[src/rtl/mgu_pkg.sv]
// mgu_pkg: shared truth-table types, preset tables and config FSM states
package mgu_pkg;
    typedef logic [3:0] tt_t;
    localparam tt_t TT_AND  = 4'h8;
    localparam tt_t TT_OR   = 4'hE;
    localparam tt_t TT_XOR  = 4'h6;
    localparam tt_t TT_NAND = 4'h7;
    typedef enum logic {FILL, COMMIT} cfg_state_e;
    // Table bit {a,b} is the output for that operand pair (bit0 = a0b0, bit3 = a1b1)
    function automatic logic tt_eval(tt_t tt, logic a, logic b);
        return tt[{a, b}];
    endfunction
endpackage

[src/rtl/mgu_sync.sv]
// mgu_sync: enable-gated multi-stage synchroniser for asynchronous operand bits
module mgu_sync #(
    parameter int W      = 16,
    parameter int STAGES = 2
) (
    input  logic         clk,
    input  logic         rst_n,
    input  logic         ena,
    input  logic [W-1:0] d,
    output logic [W-1:0] q
);
    logic [W-1:0] chain [STAGES];
    always_ff @(posedge clk or negedge rst_n) begin
        if (!rst_n) begin
            for (int i = 0; i < STAGES; i++) chain[i] <= '0;
        end else if (ena) begin
            chain[0] <= d;
            for (int i = 1; i < STAGES; i++) chain[i] <= chain[i-1];
        end
    end
    assign q = chain[STAGES-1];
endmodule

[src/rtl/multi_gate_unit.sv]
// multi_gate_unit: N-channel programmable 2-input logic with atomic table load and edge counter
module multi_gate_unit
    import mgu_pkg::*;
#(
    parameter int  N_CH        = 8,
    parameter int  SYNC_STAGES = 2,
    parameter int  CNT_W       = 8,
    parameter tt_t RESET_TT    = TT_OR
) (
    input  logic             clk,
    input  logic             rst_n,
    input  logic             ena,
    input  logic [N_CH-1:0]  a_in,
    input  logic [N_CH-1:0]  b_in,
    input  logic             cfg_valid,
    input  logic [3:0]       cfg_data,
    output logic             cfg_ready,
    output logic             cfg_done,
    input  logic             cnt_clr,
    output logic [N_CH-1:0]  y_out,
    output logic [CNT_W-1:0] edge_cnt
);
    localparam int PW = (N_CH > 1) ? $clog2(N_CH) : 1;
    logic [2*N_CH-1:0] ab_s;
    logic [N_CH-1:0]   a_s, b_s, y_nxt;
    tt_t               active [N_CH];
    tt_t               shadow [N_CH];
    cfg_state_e        state, state_nxt;
    logic [PW-1:0]     wr_ptr;
    logic              accept, last, y0_d;
    mgu_sync #(.W(2*N_CH), .STAGES(SYNC_STAGES)) u_sync (
        .clk   (clk),
        .rst_n (rst_n),
        .ena   (ena),
        .d     ({a_in, b_in}),
        .q     (ab_s)
    );
    assign a_s = ab_s[2*N_CH-1:N_CH];
    assign b_s = ab_s[N_CH-1:0];
    always_comb begin
        cfg_ready = ena && (state == FILL);
        cfg_done  = ena && (state == COMMIT);
        accept    = cfg_valid && cfg_ready;
        last      = (wr_ptr == PW'(N_CH-1));
        state_nxt = (state == FILL && accept && last) ? COMMIT : FILL;
    end
    always_ff @(posedge clk or negedge rst_n) begin
        if (!rst_n) state <= FILL;
        else if (ena) state <= state_nxt;
    end
    // Shadow fills word by word; active only changes in the single COMMIT cycle
    always_ff @(posedge clk or negedge rst_n) begin
        if (!rst_n) begin
            wr_ptr <= '0;
            for (int i = 0; i < N_CH; i++) begin
                shadow[i] <= RESET_TT;
                active[i] <= RESET_TT;
            end
        end else if (ena) begin
            if (accept) begin
                shadow[wr_ptr] <= cfg_data;
                wr_ptr         <= last ? '0 : wr_ptr + 1'b1;
            end
            if (state == COMMIT) active <= shadow;
        end
    end
    always_comb begin
        y_nxt = '0;
        for (int i = 0; i < N_CH; i++) y_nxt[i] = tt_eval(active[i], a_s[i], b_s[i]);
    end
    // Edge detect on the registered output; clear has priority over a coincident edge
    always_ff @(posedge clk or negedge rst_n) begin
        if (!rst_n) begin
            y_out    <= '0;
            y0_d     <= 1'b0;
            edge_cnt <= '0;
        end else if (ena) begin
            y_out    <= y_nxt;
            y0_d     <= y_out[0];
            edge_cnt <= cnt_clr ? '0
                      : (y_out[0] && !y0_d && edge_cnt != '1) ? edge_cnt + 1'b1
                      : edge_cnt;
        end
    end
endmodule

[config.mk]
export PLATFORM = sky130hd
export DESIGN_NAME = multi_gate_unit
export DESIGN_NICKNAME = d
export VERILOG_FILES = /design/src/rtl/mgu_pkg.sv /design/src/rtl/mgu_sync.sv /design/src/rtl/multi_gate_unit.sv
export SDC_FILE = /design/constraint.sdc
export NUM_CORES = 1
export LEC_CHECK = 0
export CORE_MARGIN = 2
export CORE_UTILIZATION = 35
export DETAILED_ROUTE_END_ITERATION = 12
export PLACE_DENSITY = 0.59
export SLEW_MARGIN = 20
export SYNTH_ARGS = -nofsm -noshare
export SYNTH_HDL_FRONTEND = slang
export SYNTH_HIERARCHICAL = 1
export SYNTH_SLANG_ARGS = --single-unit
[constraint.sdc]
create_clock -name clk -period 1.5 [get_ports clk]
set_clock_uncertainty 0.15 [all_clocks]
set_input_delay 0.225 -clock clk [delete_from_list [all_inputs] [get_ports clk]]
set_output_delay 0.225 -clock clk [all_outputs]
set_load 0.005 [all_outputs]
* Yosys cells after proc, flatten, opt, wreduce, memory -nomap -nowiden
Cells that the tools add are included.
Cells by class: equality and inequality tests 2, bitwise logic cells 2, order comparisons 10, $add $sub $neg 2, muxes and demuxes 23, reduce and logical (&&, ||, !) cells 13
Operators by type and width (number):
- $bwmux W32 | 1
- $lt A2 B3 Y1 const B | 8
- $bmux W1 S2 | 8
- $mux W8 | 2
- $demux W4 S3 | 1
- $mux W1 | 9
- $add A8 B1 Y8 const B | 1
- $logic_and A1 B1 Y1 | 8
- $ne A8 B8 Y1 const B | 1
- $reduce_and A2 Y1 | 3
- $ge A4 B4 Y1 const B | 1
- $lt A4 B1 Y1 const B | 1
- $mux W4 | 1
- $not A3 Y4 | 1
- $add A3 B1 Y3 const B | 1
- $eq A3 B3 Y1 const B | 1
- $mux W3 | 1
- $reduce_bool A2 Y1 | 1
- $logic_not A1 Y1 | 1
- $not A1 Y1 | 1
Storage, ports and cells: input port bits 25, output and inout bits 18, word-level logic and storage cells 75, register bits 117

* Longest topological paths before layout
Gate-level depths: netlist of the first run.
depth in word-level cells 6, mapped depth 5, gate-level depth less buffers 5

* Hierarchy
Netlist of the first run, hierarchy kept.
Modules (own cells, without submodules):
- multi_gate_unit | times used 1, seq. area each 2187.1 µm², area each 3744.8 µm², cells an instance 249
- mgu_sync | times used 1, seq. area each 800.8 µm², area each 1465.2 µm², cells an instance 84

* Worst setup path after synthesis of the first run
No wires, ideal clock.
path kind flip-flop to flip-flop, from reg edge_cnt[0], to reg edge_cnt[1], stages on the path, launching flop included 6, clock period less this slack 1.568 ns, arrival 1.291 ns, path slack -0.068 ns, buffers on the path 0, setup time 0.127 ns, data required time 1.223 ns, cells stage by stage dfrtp_1 ha_1 nand4_1 o21ai_2 nor3_1 a311o_2
Between the ends: longest elaborated chain between the ends 4, elaborated cells between the ends (all ways) 7, classes of those cells add/sub: 1; eq/ne: 1; mux: 2; reduce/logical: 3
Ends and longest elaborated chain:
- start, declared | line multi_gate_unit.sv:21 | output logic [CNT_W-1:0] edge_cnt
- start signal, assigned | line multi_gate_unit.sv:80 | edge_cnt <= cnt_clr ? '0
- branches (longest 4 deep; another with $add A8 B1 Y8)
Several ways; the timed one is not identified. The select of a mux whose other input is x is not followed. A chain may end at the register's enable or synchronous reset.

* Worst setup path in the final report of the first run
from reg state, to reg shadow[0] (netlist bit)
Between the ends: longest elaborated chain between the ends 4
Ends and longest elaborated chain:
- start, declared | line multi_gate_unit.sv:28 | cfg_state_e state, state_nxt;
- start signal, assigned | line multi_gate_unit.sv:49 | else if (ena) state <= state_nxt;
- $not A1 Y1 | line multi_gate_unit.sv:41 | cfg_ready = ena && (state == FILL);
- $logic_and A1 B1 Y1 | line multi_gate_unit.sv:41
- $logic_and A1 B1 Y1 | line multi_gate_unit.sv:43 | accept = cfg_valid && cfg_ready;
- $reduce_and A2 Y1 (no source line)
- end signal, assigned by index | line multi_gate_unit.sv:61 | shadow[wr_ptr] <= cfg_data;
- end, declared | line multi_gate_unit.sv:27 | tt_t shadow [N_CH];
No other way between the ends.

==> results of run 1 <==
-- worst register-to-register path, cell delays in order (launching register included) --
cell and delay [ns]:
dfrtp_2 0.40, buf_6 0.12, buf_6 0.12, inv_6 0.07
nand2_4 0.06, buf_6 0.13, nor2_4 0.17, mux2_4 0.32
-- cell usage in the layout (no fill, tap or decap), drive strengths merged, types with 2 or more instances in the layout --
cell / count
mux2i: 2
a21o: 2
inv: 7
dlygate4sd3: 2
dlygate4sd2: 13
nand4: 2
dfrtp: 69
a41o: 2
mux2: 106
and3: 3
nor2: 4
clkinv: 2
a21oi: 4
a41oi: 2
o22ai: 3
nor2b: 4
mux4: 8
o21ai: 2
a31oi: 3
dfstp: 48
buf: 62
nor3: 5
ha: 3
nand2: 10
clkbuf: 31
nand3: 8
clkdlybuf4s50: 22
-- per-stage QoR --
stage / hold WS [ns] / power (uW) / cell area [sq um] / utilization
after floorplan: -0.221 / 6420 / 5210 / -
after global placement: -0.0163 / 7160 / 5870 / 0.404
after detailed placement: -0.0116 / 7220 / 5870 / 0.404
after CTS: 0.0906 / 11500 / 6800 / 0.468
after global routing: 0.130 / 12400 / 7110 / 0.489
final: 0.100 / 11800 / 7110 / 0.489
-- cell type report --
type                            instances  area share
Clock buffer                           28      0.0741
Timing Repair Buffer                  103       0.142
Inverter                                7     0.00440
Multi-Input combinational cell        181       0.319
Sequential cell                       117       0.421
Clock inverter                          4     0.00669
Tap cell                              184      0.0324
-- flip-flops by register name (all words and copies together) (netlist names) --
signal,cells
active,32
shadow,32
u_sync/chain,16
u_sync/q,16
edge_cnt,8
y_out,8
wr_ptr,3
state,1
y0_d,1
-- worst paths after layout --
| kind | slack [ns] | from | depth (start not counted) | end |
|---|---|---|---|---|
| max | -0.16 | state | 7 | shadow[0] |
| min | 0.10 | rst_n | 2 | u_sync/q[8] |
| max reg2reg | -0.16 | state | 7 | shadow[0] |
| min reg2reg | 0.35 | y_out[2] | 1 | y_out[2] |
| max in group asynchronous | 0.53 | rst_n | 3 | active[11] |
| min in group clk | 0.19 | ena | 3 | edge_cnt[5] |
-- power groups by stage --
stage / clock network (uW) / logic, uW / registers [uW]
final: 3900 / 2790 / 5160
after CTS: 3990 / 2410 / 5090
after global routing: 4150 / 3010 / 5280
after detailed placement: 0 / 2120 / 5100
after global placement: 0 / 2070 / 5080
after floorplan: 0 / 1510 / 4910
-- timing repair --
action                                  CTS  global route
pin swaps                                 6            12
hold buffers                              2             0
hold endpoints to repair                 79             0
resized for setup                        82            58
cloned                                    0             3
buffers inserted                         20            11
endpoints found under the setup margin   38            80
-- layer usage --
layer / vias up / GRT usage
met4: 0 / 0.0465
met1: 1555 / 0.185
met5: - / 0
li1: 1377 / -
met3: 10 / 0.0527
met2: 59 / 0.210
-- cells by family (layout without fill, tap and decap cells) --
kind of cell / count (synthesis) / count (layout)
buffers and inverters: 35 / 142
adder cells (fa/ha/maj): 3 / 3
AND/OR/NAND/NOR: 40 / 40
AO/OA/AOI/OAI: 22 / 22
flip-flops: 117 / 117
multiplexers: 116 / 116
==> impl_metrics.toml, run 1 <==
[clock_tree]
h-tree-depth = 4
ctsLongestPathBuffers = 2
cts_tree = "yes"
clkLatencyLatePin_ns = 0.41
numCtsBuffers = 17
clk_pin_slew_ns = 0.05
cts-root-buf = "clkbuf_16"
cts_sinks = 117

[final_layout]
final_cells = 624
antenna_cells = 0
fillers = 1281
synthToLayoutAreaGrowth_pct = 36.4
nets = 455
drive_gt1_frac = 0.655
multi_input_area_sq_mm = 0.00226
ff_latch_area_sq_mm = 0.00299

[flow_run]
maxCapViolations = 0

[setup_path]
cp_max_fo = 4
worstPathArrival_ns = 1.80
critPathBufInv = 4
critPathCaptureType = "register"
cp_slowest_cell = "dfrtp_2"
slowest_delay_ns = 0.40
cp_common_cell = "buf_6"
cp.required_ns = 1.64
startpoint_type = "register"
worstPathCellList = "buf_6 -> buf_6 -> inv_6 -> nand2_4 -> buf_6 -> nor2_4 -> mux2_4"
cp_top_family = "buffers and inverters"
critPathKind = "register to register"

[die]
ios = 43
start_util = 0.358
die-area_sq_mm = 0.0159
die_w_um = 126
die_y_um = 126
core.rowCount = 44
core_sq_mm = 0.0145

[synth]
muxShareOfSynthArea = 0.289
ys_seq_area_frac = 0.573
synth-async-reset-ratio = 1.00
yosys_warnings = 6
synth-xor-area-share = 0
synth_top_cells_by_area = "dfrtp_1 33%, dfstp_2 24%, mux2_2 16%"
synth_top_family_by_area = "multiplexers"
synth_compound_area_frac = 0.0307
synth_top_cell_area_share = 0.331
synth_nets = 361
netlist_area_sq_mm = 0.00521
synth_top_flop_cell = "dfrtp_1"
netlist_instances = 333
ys_types = 43
synth.cells.most_frequent = "76 x mux2_2, 69 x dfrtp_1, 48 x dfstp_2"
synth_area_per_cell_sq_um = 15.6
ys_ff_latch = 117
yosysMostFrequentCell = "mux2_2"
synth-simple-area-share = 0.0461
synth_area_leader_cell = "dfrtp_1"
synth_edf_count = 0
synthAdderAreaFrac = 0.00720

[sta]
timing.final.ws_setup_ns = -0.164
setup_tns_ns = -4.25
rsz0062_at_grt = "yes"
slew_headroom = 0.766
slew_viol_final = 0
tightest_slew_ns = 0.350
fin_crit_sh = 1.11
final.min_clock_period_ns = 1.66
max_freq_mhz = 601
setup_viol = 69
hold_viol = 0

[drt]
routedWlPerCell_um = 17.7
top_layer = "met4"
wl_um = 11100
antenna_left = 0
wl_met1_um = 5420
routed_via_density = 4.81
vias = 3001
first_pass_iters = 4
met2_length_um = 5170
drc = 0
dr_wl_met3_um = 340
drt_iter0_drc = 160

[global_routing]
antenna_found_initial = 0
grt_pass1_wl_um = 17200
grt_pass1_vias = 3198
grt_max_degree = 39
grt_usage = 0.139
gr-total-overflow = 0

[place]
dpl.cell_count = 560
io_buffers = 42
finalWeightedCongestion = 0.784
pre_cts_ws_ns = -0.436
hpwl_um = 6470

[status]
status = "finished with violations"
violations = "setup timing"

[pwr]
clkPwrFrac = 0.329
power.leakage_uw = 0.00330
seqPwrFrac = 0.435
swShare = 0.247
p_sw_uw = 2930
ir_drop_mv = 0.769
power_density_mw_per_mm2 = 1670
combPwrFrac = 0.236
intPower_uw = 8920

[hold_path]
hp-class = "primary input to asynchronous set/reset pin"
Power figures use the tool's default switching activity.
==> run 2, diff against run 1 <==
--- a/config.mk
+++ b/config.mk
@@ -14,3 +14,4 @@
 export SYNTH_HDL_FRONTEND = slang
 export SYNTH_HIERARCHICAL = 1
 export SYNTH_SLANG_ARGS = --single-unit
+export TNS_END_PERCENT = 30
==> run 2 against run 1 <==
  * The run still ends with setup timing left
  * First-iteration DRC count shrank 23%
  * Cell count down 2.2%
  * Clock-buffer cell count is the same
  * Power is 4.4% lower
  * Final area decreased by 4.6%
  * Combinational power fell by 16%
  * Clock power hardly changed
  * Fmax up 2.4%
  * Non-clock buffer count down 14
  * Critical path type unchanged
  * Highest routed layer unchanged
==> impl_metrics.toml, run 2 (synthesized netlist as in run 1, its figures left out) <==
[global_routing]
grt_max_degree = 39
grt_pass1_vias = 3137
gr-total-overflow = 0
grt_pass1_wl_um = 16600
grt_usage = 0.135
antenna_found_initial = 0

[clock_tree]
clk_pin_slew_ns = 0.05
cts-root-buf = "clkbuf_16"
numCtsBuffers = 17
ctsLongestPathBuffers = 2
cts_tree = "yes"
clkLatencyLatePin_ns = 0.41
h-tree-depth = 4
cts_sinks = 117

[status]
violations = "setup timing"
status = "finished with violations"

[drt]
drt_iter0_drc = 124
antenna_left = 0
vias = 2913
drc = 0
first_pass_iters = 5
wl_um = 9920
routed_via_density = 4.78
routedWlPerCell_um = 16.3

[die]
start_util = 0.358
die-area_sq_mm = 0.0159
core.rowCount = 44
die_w_um = 126
ios = 43
die_y_um = 126
core_sq_mm = 0.0145

[place]
placed_cell_area_sq_mm = 0.00587
finalWeightedCongestion = 0.784
hpwl_um = 6470
pre_cts_ws_ns = -0.436
io_buffers = 42

[pwr]
power.leakage_uw = 0.00307
intPower_uw = 8540
combPwrFrac = 0.207
total_power_uw = 11300
ir_drop_mv = 0.751
seqPwrFrac = 0.450
power_density_mw_per_mm2 = 1670
clkPwrFrac = 0.343
swShare = 0.246
p_sw_uw = 2790

[final_layout]
reg.largest.list = "active (32), shadow (32)"
fin_util = 0.467
postLayoutCellArea_sq_mm = 0.00678
nets = 441
antenna_cells = 0
drive_gt1_frac = 0.650
synthToLayoutAreaGrowth_pct = 30.2
mostFrequentLayoutCells = "65 x mux2_2, 65 x dfrtp_1, 48 x dfstp_2"
fillers = 1301

[flow_run]
maxCapViolations = 0

[setup_path]
cp_max_fo = 4
critPathKind = "register to register"
rr_endpoint = "shadow[6]"
reg2reg_slack_ns = -0.12
startpoint_type = "register"
worstPathArrival_ns = 1.81
cp.required_ns = 1.68
reg2reg_from = "state"
rr_worst_depth = 5
critPathCaptureType = "register"

[sta]
setup_viol = 33
hold_viol = 0
timing.final.ws_setup_ns = -0.125
whs_ns = 0.0957
final.min_clock_period_ns = 1.62
slew_viol_final = 0
max_freq_mhz = 615
slew_headroom = 0.768
rsz0062_at_grt = "yes"
fin_crit_sh = 1.08
tightest_slew_ns = 0.349

[hold_path]
hp-class = "primary input to asynchronous set/reset pin"
[run 2: area by class of cell]
| cell class | count | area [sq um] | share of cell area |
|---|---|---|---|
| clock buffer | 28 | 527 | 0.0777 |
| clock inverter | 4 | 47.5 | 0.00701 |
| inverter | 7 | 28.8 | 0.00424 |
| multi-input combinational | 181 | 2130 | 0.314 |
| sequential | 117 | 2990 | 0.441 |
| tap | 184 | 230 | 0.0339 |
| timing repair buffer | 89 | 827 | 0.122 |
[run 2: through the flow]
stage                     setup TNS [ns]  cells
after global routing               -4.24    610
final                              -1.58    610
after global placement            -11.45    560
after detailed placement          -11.37    560
after CTS                          -2.21    609
after floorplan                  -0.0295    333
[run 2: repair_timing]
action,4_1_cts,5_1_grt
pin swaps,2,11
setup buffers,15,1
endpoints found under the setup margin,38,77
hold buffers,2,0
hold endpoints to repair,79,0
gates resized for setup,57,35
[run 2: worst max path at each step]
stage,slack (ns),startpoint,endpoint,depth (start not counted)
detailed placement,-0.44,cfg_valid,shadow[24],5
floorplan,-0.03,edge_cnt[0],edge_cnt[1],5
global placement,-0.45,cfg_valid,shadow[24],5
global route,-0.18,wr_ptr[1],shadow[5],3
finish,-0.12,state,shadow[6],5
CTS,-0.16,state,cfg_ready,3
[run 2: layer usage]
metal,vias up,share of wire,GRT usage
li1,1359,-,-
met1,1482,0.49,0.182
met2,62,0.46,0.198
met3,10,0.039,0.0527
met4,0,0.012,0.0465
met5,-,0,0
[run 2: worst max-delay path, stage by stage, from the launching register on]
cell     delay (ns)
dfrtp_2        0.41
buf_6          0.13
buf_6          0.13
buf_6          0.11
nor3_4         0.26
mux2_2         0.37
[run 2: power groups by stage]
stage / sequential, uW / clock [uW] / combinational, uW
final: 5100 / 3890 / 2340
after global routing: 5240 / 4150 / 2560
after global placement: 5080 / 0 / 2070
after CTS: 5080 / 3990 / 2240
after detailed placement: 5100 / 0 / 2120
after floorplan: 4910 / 0 / 1510
